--- config.mk ---
export PLATFORM = sky130hd
export DESIGN_NAME = alu_mul_sequencer
export DESIGN_NICKNAME = d
export VERILOG_FILES = /design/src/rtl/alu_pkg.sv /design/src/rtl/alu_mul_sequencer.sv
export SDC_FILE = /design/constraint.sdc
export NUM_CORES = 1
export LEC_CHECK = 0
export CORE_MARGIN = 2
export CORE_UTILIZATION = 40
export CTS_BUF_LIST = sky130_fd_sc_hd__clkbuf_4 sky130_fd_sc_hd__clkbuf_8 sky130_fd_sc_hd__clkbuf_16
export DETAILED_ROUTE_END_ITERATION = 16
export HOLD_SLACK_MARGIN = 0.15
export PLACE_DENSITY_LB_ADDON = 0.3
export SETUP_SLACK_MARGIN = 0.02
export SYNTH_ARGS = -nofsm -noshare
export SYNTH_HDL_FRONTEND = slang
export SYNTH_SLANG_ARGS = --single-unit
--- constraint.sdc ---
create_clock -name clk -period 9.7 [get_ports clk]
set_input_delay 1.94 -clock clk [delete_from_list [all_inputs] [get_ports clk]]
set_output_delay 1.94 -clock clk [all_outputs]
set_load 0.01 [all_outputs]
--- src/rtl/alu_pkg.sv ---
// -----------------------------------------------------------------------------
// alu_pkg
// Shared definitions for the core ALU and the blocks that borrow it.
//   - ALU opcode encodings (4-bit ALUControl values)
//   - mul_state_t : state encoding of the multiply sequencer FSM
// -----------------------------------------------------------------------------
package alu_pkg;

    localparam logic [3:0] ALU_ADD  = 4'b0000;
    localparam logic [3:0] ALU_SUB  = 4'b0001;
    localparam logic [3:0] ALU_AND  = 4'b0010;
    localparam logic [3:0] ALU_OR   = 4'b0011;
    localparam logic [3:0] ALU_XOR  = 4'b1100;
    localparam logic [3:0] ALU_SLT  = 4'b0101;
    localparam logic [3:0] ALU_SLTU = 4'b0111;
    localparam logic [3:0] ALU_SLL  = 4'b1110;
    localparam logic [3:0] ALU_SRL  = 4'b1101;
    localparam logic [3:0] ALU_SRA  = 4'b1001;

    typedef enum logic [1:0] {
        MS_IDLE = 2'b00,
        MS_RUN  = 2'b01,
        MS_DONE = 2'b10
    } mul_state_t;

endpackage : alu_pkg

--- src/rtl/alu_mul_sequencer.sv ---
// -----------------------------------------------------------------------------
// alu_mul_sequencer
// Computes MUL (low N_Bits of op_a*op_b, sign-agnostic) by borrowing the
// shared core ALU for one ADD per cycle in a shift-and-add loop.
//
// Ports
//   clk, rst          : clock (rising edge), asynchronous active-high reset
//   start, kill       : request (taken only in IDLE) / flush abort
//   op_a, op_b        : multiplicand / multiplier, latched on accepted start
//   ALUResult         : sum returned by the shared ALU
//   SrcA, SrcB        : ALU operands (accumulator, gated shifted multiplicand)
//   ALUControl        : ALU opcode, always ADD
//   alu_busy          : high in RUN, steers the core ALU input mux here
//   busy              : high in RUN or DONE
//   done              : one-cycle pulse when result becomes valid
//   result            : product, held until the next completed operation
// -----------------------------------------------------------------------------
module alu_mul_sequencer
    import alu_pkg::*;
#(
    parameter int N_Bits     = 32,
    parameter bit EARLY_EXIT = 1'b1
) (
    input  logic              clk,
    input  logic              rst,
    input  logic              start,
    input  logic              kill,
    input  logic [N_Bits-1:0] op_a,
    input  logic [N_Bits-1:0] op_b,
    input  logic [N_Bits-1:0] ALUResult,
    output logic [N_Bits-1:0] SrcA,
    output logic [N_Bits-1:0] SrcB,
    output logic [3:0]        ALUControl,
    output logic              alu_busy,
    output logic              busy,
    output logic              done,
    output logic [N_Bits-1:0] result
);

    localparam int               CNT_W    = (N_Bits > 1) ? $clog2(N_Bits) : 1;
    localparam logic [CNT_W-1:0] CNT_LAST = CNT_W'(N_Bits - 1);
    localparam logic [CNT_W-1:0] CNT_ONE  = CNT_W'(1);

    mul_state_t        state_q,    state_d;
    logic [N_Bits-1:0] acc_q,      acc_d;
    logic [N_Bits-1:0] mcand_q,    mcand_d;
    logic [N_Bits-1:0] mplier_q,   mplier_d;
    logic [N_Bits-1:0] result_q,   result_d;
    logic [CNT_W-1:0]  cnt_q,      cnt_d;
    logic              alu_busy_q, alu_busy_d;
    logic              busy_q,     busy_d;
    logic              done_q,     done_d;
    logic              last_step_s;

    // Decide whether the current RUN cycle is the final add.
    always_comb begin
        last_step_s = 1'b0;
        if (cnt_q == CNT_LAST) begin
            last_step_s = 1'b1;
        end else if (EARLY_EXIT && (mplier_q[N_Bits-1:1] == {(N_Bits-1){1'b0}})) begin
            // Remaining multiplier bits after this step are all zero, so
            // further adds would only contribute zeros.
            last_step_s = 1'b1;
        end else begin
            last_step_s = 1'b0;
        end
    end

    // Next-state and datapath update logic.
    always_comb begin
        state_d  = state_q;
        acc_d    = acc_q;
        mcand_d  = mcand_q;
        mplier_d = mplier_q;
        result_d = result_q;
        cnt_d    = cnt_q;

        case (state_q)
            MS_IDLE: begin
                // kill dominates a simultaneous start
                if (start && !kill) begin
                    mcand_d  = op_a;
                    mplier_d = op_b;
                    acc_d    = {N_Bits{1'b0}};
                    cnt_d    = {CNT_W{1'b0}};
                    state_d  = MS_RUN;
                end else begin
                    state_d  = MS_IDLE;
                end
            end
            MS_RUN: begin
                if (kill) begin
                    // Abort: result is left untouched so the previous product stays visible.
                    state_d = MS_IDLE;
                end else begin
                    acc_d    = ALUResult;
                    mcand_d  = {mcand_q[N_Bits-2:0], 1'b0};
                    mplier_d = {1'b0, mplier_q[N_Bits-1:1]};
                    cnt_d    = cnt_q + CNT_ONE;
                    if (last_step_s) begin
                        result_d = ALUResult;
                        state_d  = MS_DONE;
                    end else begin
                        state_d  = MS_RUN;
                    end
                end
            end
            MS_DONE: begin
                state_d = MS_IDLE;
            end
            default: begin
                state_d = MS_IDLE;
            end
        endcase

        // Status outputs are registered copies of the next state.
        alu_busy_d = (state_d == MS_RUN);
        busy_d     = (state_d == MS_RUN) || (state_d == MS_DONE);
        done_d     = (state_d == MS_DONE);
    end

    // State, datapath and status registers with asynchronous reset.
    always_ff @(posedge clk or posedge rst) begin
        if (rst) begin
            state_q    <= MS_IDLE;
            acc_q      <= {N_Bits{1'b0}};
            mcand_q    <= {N_Bits{1'b0}};
            mplier_q   <= {N_Bits{1'b0}};
            result_q   <= {N_Bits{1'b0}};
            cnt_q      <= {CNT_W{1'b0}};
            alu_busy_q <= 1'b0;
            busy_q     <= 1'b0;
            done_q     <= 1'b0;
        end else begin
            state_q    <= state_d;
            acc_q      <= acc_d;
            mcand_q    <= mcand_d;
            mplier_q   <= mplier_d;
            result_q   <= result_d;
            cnt_q      <= cnt_d;
            alu_busy_q <= alu_busy_d;
            busy_q     <= busy_d;
            done_q     <= done_d;
        end
    end

    // ALU operand drive; zero outside RUN so the shared ALU sees quiet inputs.
    always_comb begin
        SrcA       = {N_Bits{1'b0}};
        SrcB       = {N_Bits{1'b0}};
        ALUControl = ALU_ADD;
        if (state_q == MS_RUN) begin
            SrcA = acc_q;
            if (mplier_q[0]) begin
                SrcB = mcand_q;
            end else begin
                SrcB = {N_Bits{1'b0}};
            end
        end else begin
            SrcA = {N_Bits{1'b0}};
            SrcB = {N_Bits{1'b0}};
        end
    end

    assign alu_busy = alu_busy_q;
    assign busy     = busy_q;
    assign done     = done_q;
    assign result   = result_q;

endmodule : alu_mul_sequencer

==> results.json, run 1 <==
{
  "outcome": "complete, no violations",
  "grt_pass1_vias": 5769,
  "avgSynthCellArea_sq_um": 9.55,
  "cp.required_ns": 7.76,
  "syn2layout_area_growth_pct": 39.5,
  "grt_max_degree": 99,
  "setup-tns-final_ns": 0,
  "finalClockSkew_ns": 0.00538,
  "min_path_type": "reg -> reg",
  "p_per_area_mw_per_mm2": 176,
  "fmax_mhz": 189,
  "cts_hold_buf": 0,
  "dr.pass1.iters": 5,
  "die_width_um": 133,
  "synth_edf_count": 0,
  "netlist_top_cells_area": "dfrtp_1 52%, nand2_1 5.3%, a22o_1 4.7%",
  "syn_inst": 698,
  "antenna_left": 0,
  "h-tree-depth": 4,
  "drt-total-wl_mm": 18.0,
  "finalCritPeriodShare": 0.546,
  "clockBufferDepth": 2,
  "die_area_sq_mm": 0.0177,
  "rsz0062_at_grt": "false",
  "num_rows": 47,
  "clkLatencyLatePin_ns": 0.41,
  "start_util": 0.406,
  "port_buffers": 198,
  "peakVddDrop_v": 0.000114,
  "path_clk_slew_ns": 0.06,
  "post-route-util": 0.567,
  "ys_top_cells_by_count": "138 x dfrtp_1, 94 x nand2_1, 36 x a22o_1, 36 x nor2_1",
  "final_hold_viol_count": 0,
  "die_h_um": 133,
  "syn_area_sq_mm": 0.00666,
  "grt_overflow_total": 0,
  "grt_antenna_before_repair": 0,
  "gp_congestion": 0.773,
  "cts_resized": 0,
  "synth_cell_type_count": 35,
  "synth-seq-area-share": 0.518,
  "final_net_count": 957,
  "io_pins": 203,
  "ff2ff_setup_slack_ns": 7.07,
  "vias": 5988,
  "avgViaCountPerCell": 5.51,
  "grt_pass1_wl_mm": 29.6,
  "fin_crit_ns": 5.30,
  "final_cell_count_no_fill": 1086,
  "synth_flop_cell": "dfrtp_1",
  "wl_per_cell_um": 16.5,
  "relSlewSlack": 0.310,
  "crit_type": "reg -> out",
  "cellLeakagePower_nw": 4.18,
  "tightest_slew_ns": 1.03,
  "cts-root-buf": "clkbuf_16",
  "track_usage": 0.207,
  "slew_viol_final": 0,
  "cap_violations": 0,
  "fill_cells": 1433,
  "report.final.setup_viol": 0,
  "crit_arrival_ns": 3.36,
  "crit_fanout": 61,
  "cts_made_buffers": 17,
  "n_antenna_cell": 0,
  "dpl.hpwl_mm": 11.1,
  "cp-end-kind": "output port",
  "cts_tree": "built",
  "core_area_sq_mm": 0.0164,
  "cp-start-kind": "register",
  "drive_gt1_frac": 0.0554,
  "dp_cells": 1054,
  "hold_slack_ns": 0.470,
  "synth_warnings": 0,
  "drt_iter0_markers": 467,
  "synth.most_common_cell": "dfrtp_1",
  "postSynth.asyncResetShare": 1.00,
  "ys_ff_latch": 138,
  "drc": 0,
  "cts_setup_buffers": 0,
  "cts_num_sinks": 138,
  "synth_top_cell_by_area": "dfrtp_1",
  "synth.top_cell.area_share": 0.518
}
## worst paths after layout
kind,startpoint,end,cells after the start
min in group asynchronous,rst,acc_q[17]$_DFFE_PP0P_,2
min reg2reg,mcand_q[31]$_DFFE_PP0P_,mcand_q[31]$_DFFE_PP0P_,2
max reg2reg,state_q[0]$_DFF_PP0_,mplier_q[20]$_DFFE_PP0P_,5
max in group asynchronous,rst,acc_q[10]$_DFFE_PP0P_,3
min,mcand_q[31]$_DFFE_PP0P_,mcand_q[31]$_DFFE_PP0P_,2
max,state_q[0]$_DFF_PP0_,SrcB[24],5
## registers in the layout (all words and copies together) (netlist names)
name / cells
cnt_q: 5
done: 1
busy: 1
state_q: 2
acc_q: 32
mplier_q: 32
result: 32
alu_busy: 1
mcand_q: 32
## layout by cell type, fill, tap and decap left out, types with 3 or more instances in the layout
cell type	count
nand2_1	94
clkbuf_16	17
a22oi_1	31
nand4_1	32
bufinv_16	5
nor2_1	36
inv_1	34
conb_1	4
o311ai_1	30
and3_1	35
o22ai_1	31
clkdlybuf4s50_1	198
clkinvlp_4	3
a22o_1	36
nor4_1	7
buf_4	9
dfrtp_1	138
o21ai_0	30
ha_1	3
a31oi_1	33
and2_1	33
inv_6	3
clkinv_2	3
## critical path, stage by stage (launching register included)
cell,delay [ns]
dfrtp_1,0.40
inv_1,0.44
nor2_4,0.69
buf_4,0.57
and3_1,0.24
clkdlybuf4s50_1,0.54
## metal layers
metal,GRT usage,up-vias,share of wire
li1,-,2844,-
met1,0.296,2908,0.47
met2,0.310,215,0.45
met3,0.0513,21,0.067
met4,0.0663,0,0.014
met5,0,-,0
## final cells by class
| type | count | area (sq um) | area share |
|---|---|---|---|
| clock buffers | 17 | 425 | 0.0458 |
| well taps | 220 | 275 | 0.0296 |
| clock inverters | 15 | 223 | 0.0240 |
| multi-input cells | 454 | 2740 | 0.294 |
| flip-flops and latches | 138 | 3450 | 0.371 |
| inverters | 35 | 136 | 0.0147 |
| repair buffers | 207 | 2050 | 0.220 |
## power breakdown
| part | leakage [nW] | switching [mW] | total, mW | internal, mW |
|---|---|---|---|---|
| Clock | 0.310 | 0.256 | 0.713 | 0.457 |
| Sequential | 1.63 | 0.0562 | 0.699 | 0.643 |
| Combinational | 2.24 | 0.108 | 0.223 | 0.115 |
| Total | 4.18 | 0.420 | 1.63 | 1.21 |
## kinds of logic (layout without fill, tap and decap cells)
| family | Yosys count | in the layout | share of synthesized area |
|---|---|---|---|
| adder cells (fa/ha/maj) | 4 | 4 | 0.00751 |
| other | 1 | 4 | 0.000563 |
| XOR/XNOR | 2 | 2 | 0.00263 |
| AND/OR/NAND/NOR | 247 | 247 | 0.185 |
| AO/OA/AOI/OAI | 197 | 197 | 0.211 |
| flip-flops | 138 | 138 | 0.518 |
| buffers and inverters | 109 | 274 | 0.0757 |
## stage by stage
step	cell area [sq um]	setup WS (ns)	total power, mW
floorplan	6670	4.06	0.822
global placement	8650	4.90	0.927
detailed placement	8650	4.84	0.932
CTS	9300	4.39	1.65
global route	9300	4.15	1.71
finish	9300	4.40	1.63
Note: power is estimated with default switching activity, not from simulation.
==> run 2, diff against run 1 <==
- clock period: 9.7 -> 5.15 ns (I/O delays scaled with it)
==> run 2 against run 1 <==
- total power up 90%
- count of clock-buffer cells in the layout up 2
- register-to-register slack worse by 4.3 ns
- design area up 0.34%
- largest power group unchanged
- final cell count up 0.18%
- non-clock buffer count up 2
- die area unchanged
- setup slack worse by 3.5 ns
- via count about the same
- critical path depth unchanged
- first-iteration DRC count down 2.4%
- core utilization up 0.19 points
==> results.json, run 2 (synthesized netlist as in run 1, its figures left out) <==
{
  "outcome": "complete, no violations",
  "cts_made_buffers": 17,
  "num_rows": 47,
  "die_h_um": 133,
  "h-tree-depth": 4,
  "final_hold_viol_count": 0,
  "slew_viol_final": 0,
  "fin_crit_ns": 4.27,
  "gp_congestion": 0.785,
  "wl_per_cell_um": 16.6,
  "crit_type": "reg -> out",
  "crit_arrival_ns": 3.24,
  "port_buffers": 198,
  "seq_power_share": 0.425,
  "core_area_sq_mm": 0.0164,
  "cts_num_sinks": 138,
  "cp-end-kind": "output port",
  "cts_hold_buf": 0,
  "cts_resized": 0,
  "cts_tree": "built",
  "cp.depth": 5,
  "finalClockSkew_ns": 0.00744,
  "hold_slack_ns": 0.481,
  "r2r-end": "mplier_q[9]$_DFFE_PP0P_",
  "report.final.setup_viol": 0,
  "drt-total-wl_mm": 18.0,
  "path_buf_inv": 3,
  "crit_chain": "inv_1 -> nor2_4 -> buf_4 -> and3_1 -> clkdlybuf4s50_1",
  "ff2ff_setup_slack_ns": 2.75,
  "track_usage": 0.208,
  "slowest_delay_ns": 0.75,
  "die_area_sq_mm": 0.0177,
  "cp.required_ns": 4.12,
  "clock_power_share": 0.439,
  "io_pins": 203,
  "path_clk_slew_ns": 0.06,
  "fin_total_pwr_mw": 3.10,
  "cap_violations": 0,
  "fill_cells": 1415,
  "dr.pass1.iters": 5,
  "syn2layout_area_growth_pct": 40.0,
  "clockBufferDepth": 2,
  "clkLatencyLatePin_ns": 0.42,
  "reg2regPathDepth": 5,
  "final_net_count": 959,
  "holdPathStages": 2,
  "p_switching_mw": 0.789,
  "layout_common_cells": "198 x clkdlybuf4s50_1, 138 x dfrtp_1, 94 x nand2_1",
  "drive_gt1_frac": 0.0576,
  "min_path_type": "reg -> reg",
  "grt_antenna_before_repair": 0,
  "drc": 0,
  "rsz0062_at_grt": "false",
  "cts_setup_buffers": 0,
  "p_int_mw": 2.31,
  "cp-start-kind": "register",
  "setup-tns-final_ns": 0,
  "finalCritPeriodShare": 0.829,
  "switching_share": 0.255,
  "fmax_mhz": 234,
  "antenna_left": 0,
  "cellLeakagePower_nw": 4.20,
  "avgViaCountPerCell": 5.50,
  "relSlewSlack": 0.324,
  "drt_iter0_markers": 456,
  "die_width_um": 133,
  "final_common_cell": "clkdlybuf4s50_1",
  "grt_max_degree": 110,
  "grt_pass1_wl_mm": 29.7,
  "p_comb_frac": 0.136,
  "cts-root-buf": "clkbuf_16",
  "critPathTopFamily": "buffers and inverters",
  "start_util": 0.406,
  "worstHoldStart": "mcand_q[31]$_DFFE_PP0P_",
  "dpl.hpwl_mm": 11.6,
  "grt_pass1_vias": 5714,
  "vias": 5987,
  "min_to": "mcand_q[31]$_DFFE_PP0P_",
  "p_per_area_mw_per_mm2": 332,
  "crit_fanout": 44,
  "slowest_stage": "nor2_4",
  "n_antenna_cell": 0,
  "r2r-start": "state_q[0]$_DFF_PP0_",
  "grt_overflow_total": 0,
  "peakVddDrop_v": 0.000219,
  "tightest_slew_ns": 1.01
}
run 2: worst max path at each step:
stage / from / end
2_1_floorplan: rst / acc_q[0]$_DFFE_PP0P_
3_3_place_gp: state_q[0]$_DFF_PP0_ / SrcB[0]
3_5_place_dp: state_q[0]$_DFF_PP0_ / SrcB[8]
4_1_cts: state_q[0]$_DFF_PP0_ / SrcB[8]
5_1_grt: state_q[0]$_DFF_PP0_ / SrcB[6]
6_report: state_q[0]$_DFF_PP0_ / SrcB[8]
run 2: final cells by class:
cell class              instances  area [sq um]  share of cell area
inverters                      35           136              0.0146
flip-flops and latches        138          3450               0.370
repair buffers                209          2060               0.221
multi-input cells             454          2740               0.293
clock inverters                13           218              0.0233
well taps                     220           275              0.0295
clock buffers                  19           447              0.0479
run 2: stage by stage:
stage	cell area [sq um]	instances	util	setup slack, ns
2_1_floorplan	6670	701	-	0.424
3_3_place_gp	8660	1056	0.528	1.38
3_5_place_dp	8660	1056	0.528	1.30
4_1_cts	9330	1088	0.569	0.838
5_1_grt	9330	1088	0.569	0.627
6_report	9330	1088	0.569	0.881
run 2: power groups by stage:
stage	Clock, mW	Sequential [mW]	Combinational (mW)
final	1.36	1.32	0.423
after global routing	1.44	1.34	0.473
after CTS	1.39	1.32	0.428
after detailed placement	0	1.33	0.427
after global placement	0	1.33	0.416
after floorplan	0	1.29	0.256
run 2: worst reg2reg max path, stage by stage (launching register included):
cell     delay, ns
dfrtp_1       0.39
inv_1         0.43
nor2_4        0.75
buf_4         0.38
o22ai_1       0.15
o21ai_0       0.20
run 2: layer usage:
metal  global-route usage  vias to the layer above  share of wire
met1                0.291                     2897           0.46
met2                0.315                      211           0.45
li1                     -                     2852              -
met3               0.0544                       27          0.070
met5                    0                        -              0
met4               0.0693                        0          0.018
==> run 3, diff against run 2 <==
- clock period: 5.15 -> 4.4 ns (I/O delays scaled with it)
==> run 3 against run 2 <==
- sequential share of layout area fell by 0.21 points
- combinational power is 19% higher
- setup slack improved by 0.41 ns
- die area is the same
- non-clock buffer count is 3 higher
- worst hold slack lost 0.011 ns
- final cell count increased by 0.28%
- sequential power rose by 17%
- clock power is 20% higher
- register-to-register slack worse by 0.50 ns
- flip-flop and latch count is the same
==> results.json, run 3 (synthesized netlist as in run 1, its figures left out) <==
{
  "cp-end-kind": "output port",
  "setup-tns-final_ns": 0,
  "clockBufferDepth": 2,
  "wl_per_cell_um": 16.6,
  "drive_gt1_frac": 0.0608,
  "min_path_type": "reg -> reg",
  "dp_cells": 1059,
  "cts_hold_buf": 0,
  "reg2regPathDepth": 5,
  "h-tree-depth": 4,
  "r2r-start": "mplier_q[20]$_DFFE_PP0P_",
  "io_pins": 203,
  "seqCellArea_sq_mm": 0.00345,
  "final_common_cell": "clkdlybuf4s50_1",
  "dr.pass1.iters": 5,
  "slowest_stage": "clkdlybuf4s50_1",
  "finalClockSkew_ns": 0.00645,
  "layout_common_cells": "198 x clkdlybuf4s50_1, 138 x dfrtp_1, 94 x nand2_1",
  "die_area_sq_mm": 0.0177,
  "gp_congestion": 0.802,
  "drt-total-wl_mm": 18.1,
  "antenna_left": 0,
  "crit_arrival_ns": 2.23,
  "worstHoldStart": "mcand_q[31]$_DFFE_PP0P_",
  "final_hold_viol_count": 0,
  "ff2ff_setup_slack_ns": 2.25,
  "grt_pass1_wl_mm": 29.6,
  "outcome": "complete, no violations",
  "cp.required_ns": 3.52,
  "cts_setup_buffers": 0,
  "crit_fanout": 46,
  "die_h_um": 133,
  "peakVddDrop_v": 0.000250,
  "report.final.setup_viol": 0,
  "cap_violations": 0,
  "num_rows": 47,
  "p_per_area_mw_per_mm2": 392,
  "r2r-end": "result[20]$_DFFE_PP0P_",
  "fin_crit_ns": 3.11,
  "cts_resized": 0,
  "finalCritPeriodShare": 0.707,
  "syn2layout_area_growth_pct": 40.8,
  "cp-start-kind": "register",
  "grt_max_degree": 101,
  "grt_antenna_before_repair": 1,
  "fmax_mhz": 322,
  "clkLatencyLatePin_ns": 0.41,
  "dpl.hpwl_mm": 11.5,
  "crit_chain": "inv_1 -> nor2_4 -> buf_4 -> and3_1 -> clkdlybuf4s50_1",
  "final_cell_count_no_fill": 1091,
  "drt_iter0_markers": 540,
  "avgViaCountPerCell": 5.47,
  "min_to": "mcand_q[31]$_DFFE_PP0P_",
  "track_usage": 0.208,
  "grt_overflow_total": 0,
  "tightest_slew_ns": 0.920,
  "path_buf_inv": 3,
  "vias": 5971,
  "relSlewSlack": 0.386,
  "cts_made_buffers": 17,
  "fin_total_pwr_mw": 3.67,
  "grt_pass1_vias": 5731,
  "slew_viol_final": 0,
  "post-route-util": 0.572,
  "rsz0062_at_grt": "false",
  "multi_input_area_sq_mm": 0.00274,
  "cts_tree": "built",
  "crit_type": "reg -> out",
  "drc": 0,
  "start_util": 0.406,
  "slowest_delay_ns": 0.55,
  "die_width_um": 133,
  "fill_cells": 1398,
  "stdcell_area_sq_mm": 0.00938,
  "path_clk_slew_ns": 0.06,
  "final_net_count": 962,
  "critPathTopFamily": "buffers and inverters",
  "cellLeakagePower_nw": 4.22,
  "holdPathStages": 2,
  "port_buffers": 198,
  "n_antenna_cell": 0,
  "placed_area_sq_mm": 0.00870,
  "cts-root-buf": "clkbuf_16",
  "core_area_sq_mm": 0.0164,
  "cts_num_sinks": 138
}
run 3: per-layer routing:
metal | global-route usage | wire length (um)
met4 | 0.0717 | 312
met3 | 0.0609 | 1400
met2 | 0.308 | 8040
met1 | 0.292 | 8360
met5 | 0 | 13
run 3: cell type report:
type / instances / area share
clock inverter: 14 / 0.0260
clock buffer: 18 / 0.0468
tap: 220 / 0.0293
inverter: 35 / 0.0144
timing repair buffer: 212 / 0.224
multi-input combinational: 454 / 0.292
sequential: 138 / 0.368
run 3: how the worst max path moves through the flow:
stage | from | to | slack (ns) | cells after the start
final | state_q[0]$_DFF_PP0_ | SrcB[5] | 1.29 | 5
after global routing | state_q[0]$_DFF_PP0_ | SrcB[29] | 1.15 | 5
after global placement | kill | result[19]$_DFFE_PP0P_ | 1.57 | 6
after detailed placement | kill | result[20]$_DFFE_PP0P_ | 1.55 | 6
after floorplan | rst | acc_q[0]$_DFFE_PP0P_ | 1.80 | 1
after CTS | state_q[0]$_DFF_PP0_ | SrcB[29] | 1.27 | 5
run 3: worst reg2reg max path: stages (launching register included):
cell and delay, ns:
dfrtp_1 0.40, nor4_1 0.33, and4_1 0.24, buf_4 0.37, and2_4 0.48, o311ai_0 0.18
run 3: metrics by stage:
| stage | worst slack [ns] | hold WS (ns) |
|---|---|---|
| 2_1_floorplan | 1.80 | 0.431 |
| 6_report | 1.29 | 0.470 |
| 3_5_place_dp | 1.55 | 0.465 |
| 4_1_cts | 1.27 | 0.479 |
| 3_3_place_gp | 1.57 | 0.448 |
| 5_1_grt | 1.15 | 0.501 |
run 3: where the power goes:
group | total [mW] | internal (mW) | switching [mW]
Combinational | 0.502 | 0.259 | 0.242
Sequential | 1.54 | 1.42 | 0.121
Clock | 1.63 | 1.08 | 0.553
Total | 3.67 | 2.76 | 0.917
